File: src/rtl/vga_timing_if.sv
// rtl/vga_timing_if.sv - renderer-side scan position/colour and VGA connector pins
interface vga_timing_if;
    logic [7:0] rgb_r;
    logic [7:0] rgb_g;
    logic [7:0] rgb_b;
    logic [8:0] vga_row;
    logic [9:0] vga_col;
    logic       frame_end;
    logic [7:0] VGA_R;
    logic [7:0] VGA_G;
    logic [7:0] VGA_B;
    logic       VGA_HS;
    logic       VGA_VS;
    logic       VGA_BLANK_N;

    modport master (
        input  rgb_r, rgb_g, rgb_b,
        output vga_row, vga_col, frame_end,
        output VGA_R, VGA_G, VGA_B, VGA_HS, VGA_VS, VGA_BLANK_N
    );

    modport slave (
        output rgb_r, rgb_g, rgb_b,
        input  vga_row, vga_col, frame_end,
        input  VGA_R, VGA_G, VGA_B, VGA_HS, VGA_VS, VGA_BLANK_N
    );
endinterface

File: src/rtl/vga_timing.sv
// rtl/vga_timing.sv - 640x480@60 VGA scan generator with one-pixel registered output stage
module vga_timing #(
    parameter int CLK_DIV = 2,
    parameter int H_VIS   = 640,
    parameter int H_FP    = 16,
    parameter int H_SYNC  = 96,
    parameter int H_BP    = 48,
    parameter int V_VIS   = 480,
    parameter int V_FP    = 10,
    parameter int V_SYNC  = 2,
    parameter int V_BP    = 33
) (
    input  logic        CLOCK_50,
    input  logic        reset_n,
    vga_timing_if.master vga
);
    localparam int H_TOT = H_VIS + H_FP + H_SYNC + H_BP;
    localparam int V_TOT = V_VIS + V_FP + V_SYNC + V_BP;
    localparam int DIV_W = (CLK_DIV > 1) ? $clog2(CLK_DIV) : 1;

    logic [DIV_W-1:0] div;
    logic             pix_en;
    logic [9:0]       h_cnt;
    logic [9:0]       v_cnt;
    logic             h_last;
    logic             v_last;
    logic             visible;
    logic             hs_act;
    logic             vs_act;
    logic             hs_q;
    logic             vs_q;
    logic             blank_n_q;
    logic [7:0]       r_q;
    logic [7:0]       g_q;
    logic [7:0]       b_q;

    // With CLK_DIV=1 the divider stays at 0 and pix_en is constantly high.
    assign pix_en = (div == DIV_W'(CLK_DIV - 1));

    always_ff @(posedge CLOCK_50 or negedge reset_n) begin
        if (!reset_n) begin
            div <= '0;
        end else if (pix_en) begin
            div <= '0;
        end else begin
            div <= div + DIV_W'(1);
        end
    end

    assign h_last = (h_cnt == 10'(H_TOT - 1));
    assign v_last = (v_cnt == 10'(V_TOT - 1));

    always_ff @(posedge CLOCK_50 or negedge reset_n) begin
        if (!reset_n) begin
            h_cnt <= '0;
            v_cnt <= '0;
        end else if (pix_en) begin
            if (h_last) begin
                h_cnt <= '0;
                v_cnt <= v_last ? '0 : v_cnt + 10'd1;
            end else begin
                h_cnt <= h_cnt + 10'd1;
            end
        end
    end

    assign visible   = (h_cnt < 10'(H_VIS)) && (v_cnt < 10'(V_VIS));
    assign hs_act    = (h_cnt >= 10'(H_VIS + H_FP)) && (h_cnt < 10'(H_VIS + H_FP + H_SYNC));
    assign vs_act    = (v_cnt >= 10'(V_VIS + V_FP)) && (v_cnt < 10'(V_VIS + V_FP + V_SYNC));

    assign vga.vga_row   = visible ? v_cnt[8:0] : 9'd0;
    assign vga.vga_col   = visible ? h_cnt : 10'd0;
    assign vga.frame_end = pix_en && (h_cnt == 10'(H_VIS - 1)) && (v_cnt == 10'(V_VIS - 1));

    // Sync, blank and colour all sample the same counter state, keeping the pins aligned.
    always_ff @(posedge CLOCK_50 or negedge reset_n) begin
        if (!reset_n) begin
            hs_q      <= 1'b1;
            vs_q      <= 1'b1;
            blank_n_q <= 1'b0;
            r_q       <= '0;
            g_q       <= '0;
            b_q       <= '0;
        end else if (pix_en) begin
            hs_q      <= ~hs_act;
            vs_q      <= ~vs_act;
            blank_n_q <= visible;
            r_q       <= visible ? vga.rgb_r : 8'd0;
            g_q       <= visible ? vga.rgb_g : 8'd0;
            b_q       <= visible ? vga.rgb_b : 8'd0;
        end
    end

    assign vga.VGA_HS      = hs_q;
    assign vga.VGA_VS      = vs_q;
    assign vga.VGA_BLANK_N = blank_n_q;
    assign vga.VGA_R       = r_q;
    assign vga.VGA_G       = g_q;
    assign vga.VGA_B       = b_q;
endmodule
File: src/flat_wrapper.sv
// flat-port wrapper written by rule: the top's interface ports become plain ports
module vga_timing_flat 
#(
    parameter int CLK_DIV = 2,
    parameter int H_VIS   = 640,
    parameter int H_FP    = 16,
    parameter int H_SYNC  = 96,
    parameter int H_BP    = 48,
    parameter int V_VIS   = 480,
    parameter int V_FP    = 10,
    parameter int V_SYNC  = 2,
    parameter int V_BP    = 33
)
  (CLOCK_50, reset_n, vga_rgb_r, vga_rgb_g, vga_rgb_b, vga_vga_row, vga_vga_col, vga_frame_end, vga_VGA_R, vga_VGA_G, vga_VGA_B, vga_VGA_HS, vga_VGA_VS, vga_VGA_BLANK_N);
  vga_timing_if vga_i ();
  input  logic CLOCK_50;
  input  logic reset_n;
  input wire logic [$bits(vga_i.rgb_r)-1:0] vga_rgb_r;
  input wire logic [$bits(vga_i.rgb_g)-1:0] vga_rgb_g;
  input wire logic [$bits(vga_i.rgb_b)-1:0] vga_rgb_b;
  output wire logic [$bits(vga_i.vga_row)-1:0] vga_vga_row;
  output wire logic [$bits(vga_i.vga_col)-1:0] vga_vga_col;
  output wire logic [$bits(vga_i.frame_end)-1:0] vga_frame_end;
  output wire logic [$bits(vga_i.VGA_R)-1:0] vga_VGA_R;
  output wire logic [$bits(vga_i.VGA_G)-1:0] vga_VGA_G;
  output wire logic [$bits(vga_i.VGA_B)-1:0] vga_VGA_B;
  output wire logic [$bits(vga_i.VGA_HS)-1:0] vga_VGA_HS;
  output wire logic [$bits(vga_i.VGA_VS)-1:0] vga_VGA_VS;
  output wire logic [$bits(vga_i.VGA_BLANK_N)-1:0] vga_VGA_BLANK_N;
  assign vga_i.rgb_r = vga_rgb_r;
  assign vga_i.rgb_g = vga_rgb_g;
  assign vga_i.rgb_b = vga_rgb_b;
  assign vga_vga_row = vga_i.vga_row;
  assign vga_vga_col = vga_i.vga_col;
  assign vga_frame_end = vga_i.frame_end;
  assign vga_VGA_R = vga_i.VGA_R;
  assign vga_VGA_G = vga_i.VGA_G;
  assign vga_VGA_B = vga_i.VGA_B;
  assign vga_VGA_HS = vga_i.VGA_HS;
  assign vga_VGA_VS = vga_i.VGA_VS;
  assign vga_VGA_BLANK_N = vga_i.VGA_BLANK_N;
  vga_timing #(.CLK_DIV(CLK_DIV), .H_VIS(H_VIS), .H_FP(H_FP), .H_SYNC(H_SYNC), .H_BP(H_BP), .V_VIS(V_VIS), .V_FP(V_FP), .V_SYNC(V_SYNC), .V_BP(V_BP)) u_core (.CLOCK_50(CLOCK_50), .reset_n(reset_n), .vga(vga_i));
endmodule
File: config.mk
export PLATFORM = sky130hd
export DESIGN_NAME = vga_timing_flat
export DESIGN_NICKNAME = d
export VERILOG_FILES = /design/src/rtl/vga_timing_if.sv /design/src/rtl/vga_timing.sv /design/src/flat_wrapper.sv
export SDC_FILE = /design/constraint.sdc
export NUM_CORES = 1
export LEC_CHECK = 0
export ABC_AREA = 0
export CAP_MARGIN = 40
export CORE_MARGIN = 2
export CORE_UTILIZATION = 42
export DETAILED_ROUTE_END_ITERATION = 12
export HOLD_SLACK_MARGIN = 0.05
export PLACE_DENSITY = 0.83
export SYNTH_ARGS = -nofsm -noshare
export SYNTH_HDL_FRONTEND = slang
export SYNTH_SLANG_ARGS = --single-unit
File: constraint.sdc
create_clock -name CLOCK_50 -period 1.7 [get_ports CLOCK_50]
set_clock_uncertainty 0.15 [all_clocks]
set_input_delay 0.255 -clock CLOCK_50 [delete_from_list [all_inputs] [get_ports CLOCK_50]]
set_output_delay 0.255 -clock CLOCK_50 [all_outputs]
set_load 0.01 [all_outputs]
==> impl_results.md <==
- Post-synth top area cell: dfrtp_1
- Synthesized area per cell: between 10 and 15 µm²
- Core ar.: 5440 µm²
- GPL Wtd Cong: 0.856
- Slew of the pin with the lowest slew margin: 0.375 ns
- Max Clk Rate: 0.479 GHz
- Final WS setup: -0.388 ns
- Layout cells sized above 1: 0.400
- Routed vias/inst: 5.34
- Grt ovf: 0
- Clock Sinks: 48
- First DRT Iteration DRCs: 96
- Vias in the first global route: 2242
- Maxcap violations: 0
- Asr flop ratio synth: 1.00
- Num rows: 27
- R2R Setup Slk: -0.39 ns
- Final Cycle Share: 1.23
- Setup crit end kind: register
- Routed Antenna Nets: 0
- Worst R2R End: u_core.v_cnt[0]$_DFFE_PN0P_
- WHS: 0.310 ns
- Antenna Cells: 0
- # setup viols final: 34
- CTS H-tree depth: 2
- Final WL: 7340 µm
- TritonCTS buffer count: 5
- Startpoint Class: register
- Initial antenna violation count: 0
- Mapped Nets: roughly 260
- Post-synth EDFFs: 0
- Max_slew headroom: 0.746
- Yosys top cell area share: 0.492
- Post-Synthesis Cells: between 200 and 250
- Clock slew at reported path FFs: 0.09 ns
- Final hold vios: 0
- Initial Util: 0.430
- Chip Height: 78.6 µm
- Failing checks: setup timing
- Flop and latch count out of synthesis: 48
- Die area: approximately 6200 µm²
- Count leader, synth: dfrtp_1
- Area grow syn2layout: 66.9%
- Max IR drop VDD: 0.000434 V
- Die Wd: about 79 µm
- Vias: 2279
- Static Leak: 1.78 nW
- Final min period: about 2.1 ns
- Reg2Reg Launch Point: u_core.v_cnt[7]$_DFFE_PN0P_
- Crit-path max FO: 5
- Setup TNS: -7.58 ns
- TritonRoute pass-1 iters: 4
- Synth top cells by count: 46 x dfrtp_1, 36 x nand2_1, 24 x o2bb2ai_1
- Tot Pwr: 2.08 mW
- Netlist Area Pre-Place: 2340 µm²
- Clk root buf: clkbuf_8
- Share of the yosys chip area belonging to registers: 0.515
- All-Layer GR Usage: 0.218
- YS warnings: 0
- Fin util: 0.718
- Worst min path class: in2async
- Bufs on Longest Clock Path: 2
- Worst R2R Path Depth: 6
- Power density cells: 534 nW/µm²
- Slew Viols, Final: 0
- Worst skew pair latency: 0.29 ns
- IO Count: 73
- Largest net degree at the start of global routing: 49
- Post-DP HPWL: between 4000 and 5000 µm
- WP data arrival: 2.12 ns
- Required @ worst endpoint: 1.73 ns
- Outcome: finished with violations
- Synth top area cells: dfrtp_1 49%, o2bb2ai_1 9.0%, nand2_1 5.8%
- Distinct cells, synth: 50
- Nets: 384
- Routed len/inst: 17.2 µm
- CTS tree: done
- PortBufs: 72
- Most used DFF post-synth: dfrtp_1
- DRC: 0
- RSZ-0062 raised after global routing: true
- Global-route wire length before repair: 10600 µm
- Crit Path Category: reg2reg
==> kinds of logic after synthesis <==
logic type,count (synthesis),share of synthesized area
xor+xnor,9,0.0337
fa+ha+maj,4,0.0214
mux,2,0.0112
buf+inv,19,0.0391
flops,48,0.515
compound gates,41,0.141
simple gates,104,0.239
==> cell type report <==
type | instances | area [µm²]
Timing Repair Buffer | 133 | 1250
Clock inverter | 2 | 13.8
Sequential cell | 48 | 1200
Tap cell | 72 | 90.1
Inverter | 6 | 22.5
Fill cell | 376 | 1540
Clock buffer | 6 | 82.6
Multi-Input combinational cell | 160 | 1240
==> sequential cells by signal, summed over array words and instances, names as in the netlist <==
signal	cells
u_core.h_cnt	10
u_core.v_cnt	10
u_core.vga.VGA_B	8
u_core.vga.VGA_G	8
u_core.vga.VGA_R	8
u_core.div	1
u_core.vga.VGA_BLANK_N	1
u_core.vga.VGA_HS	1
u_core.vga.VGA_VS	1
==> worst max-delay path, stage by stage, from the launching register on <==
cell,delay (ns)
dfrtp_1,0.41
buf_6,0.13
or4b_4,0.56
nor4_4,0.26
buf_4,0.18
nor2_2,0.04
mux2_4,0.25
==> cell usage in the layout (no fill, tap or decap), types with 3 or more instances in the layout <==
cell type,n
nand2_1,34
clkbuf_8,6
clkdlybuf4s50_1,49
dfrtp_1,46
o2bb2ai_1,24
inv_1,5
buf_6,27
nor2_4,3
xnor2_1,5
nor2_1,5
xor2_1,4
ha_1,3
nor2_2,7
nand4_1,6
buf_2,7
buf_12,3
buf_4,44
and2_4,13
nand3_1,5
==> per-layer routing <==
| metal | global-route usage | part of all wire |
|---|---|---|
| met1 | 0.262 | 0.40 |
| met2 | 0.394 | 0.53 |
| met3 | 0.0368 | 0.043 |
| met4 | 0.0702 | 0.030 |
| met5 | 0 | 0 |
==> worst max-delay path by stage <==
stage,from,end,slack (ns),depth (start not counted)
after floorplan,u_core.v_cnt[5]$_DFFE_PN0P_,u_core.v_cnt[0]$_DFFE_PN0P_,-0.15,4
after global placement,u_core.v_cnt[9]$_DFFE_PN0P_,vga_frame_end,-0.37,4
after detailed placement,u_core.v_cnt[9]$_DFFE_PN0P_,vga_frame_end,-0.42,4
after CTS,u_core.v_cnt[5]$_DFFE_PN0P_,u_core.v_cnt[0]$_DFFE_PN0P_,-0.33,5
after global routing,u_core.v_cnt[7]$_DFFE_PN0P_,u_core.v_cnt[0]$_DFFE_PN0P_,-0.41,6
final,u_core.v_cnt[7]$_DFFE_PN0P_,u_core.v_cnt[0]$_DFFE_PN0P_,-0.39,6
==> what timing repair did <==
action / in CTS / in global routing
buffers inserted: 8 / 9
endpoints found under the hold margin: 48 / 0
cloned: 2 / 0
setup endpoints to repair: 33 / 58
resized for setup: 113 / 46
hold buffers: 1 / 0
pin swaps: 22 / 21
==> per-stage QoR <==
| step | instances | cell area, µm² | setup slack, ns |
|---|---|---|---|
| after floorplan | 227 | 2350 | -0.149 |
| after global placement | 399 | 3410 | -0.368 |
| after detailed placement | 399 | 3410 | -0.422 |
| after CTS | 418 | 3630 | -0.331 |
| after global routing | 427 | 3900 | -0.413 |
| final | 427 | 3900 | -0.388 |
==> power breakdown <==
| group | leakage [nW] | internal [mW] | switching, mW |
|---|---|---|---|
| registers | 0.588 | 1.17 | 0.0184 |
| logic | 1.14 | 0.116 | 0.0712 |
| clock network | 0.0516 | 0.333 | 0.375 |
| total | 1.78 | 1.62 | 0.464 |
No activity file was read; power rests on OpenSTA's default activity.
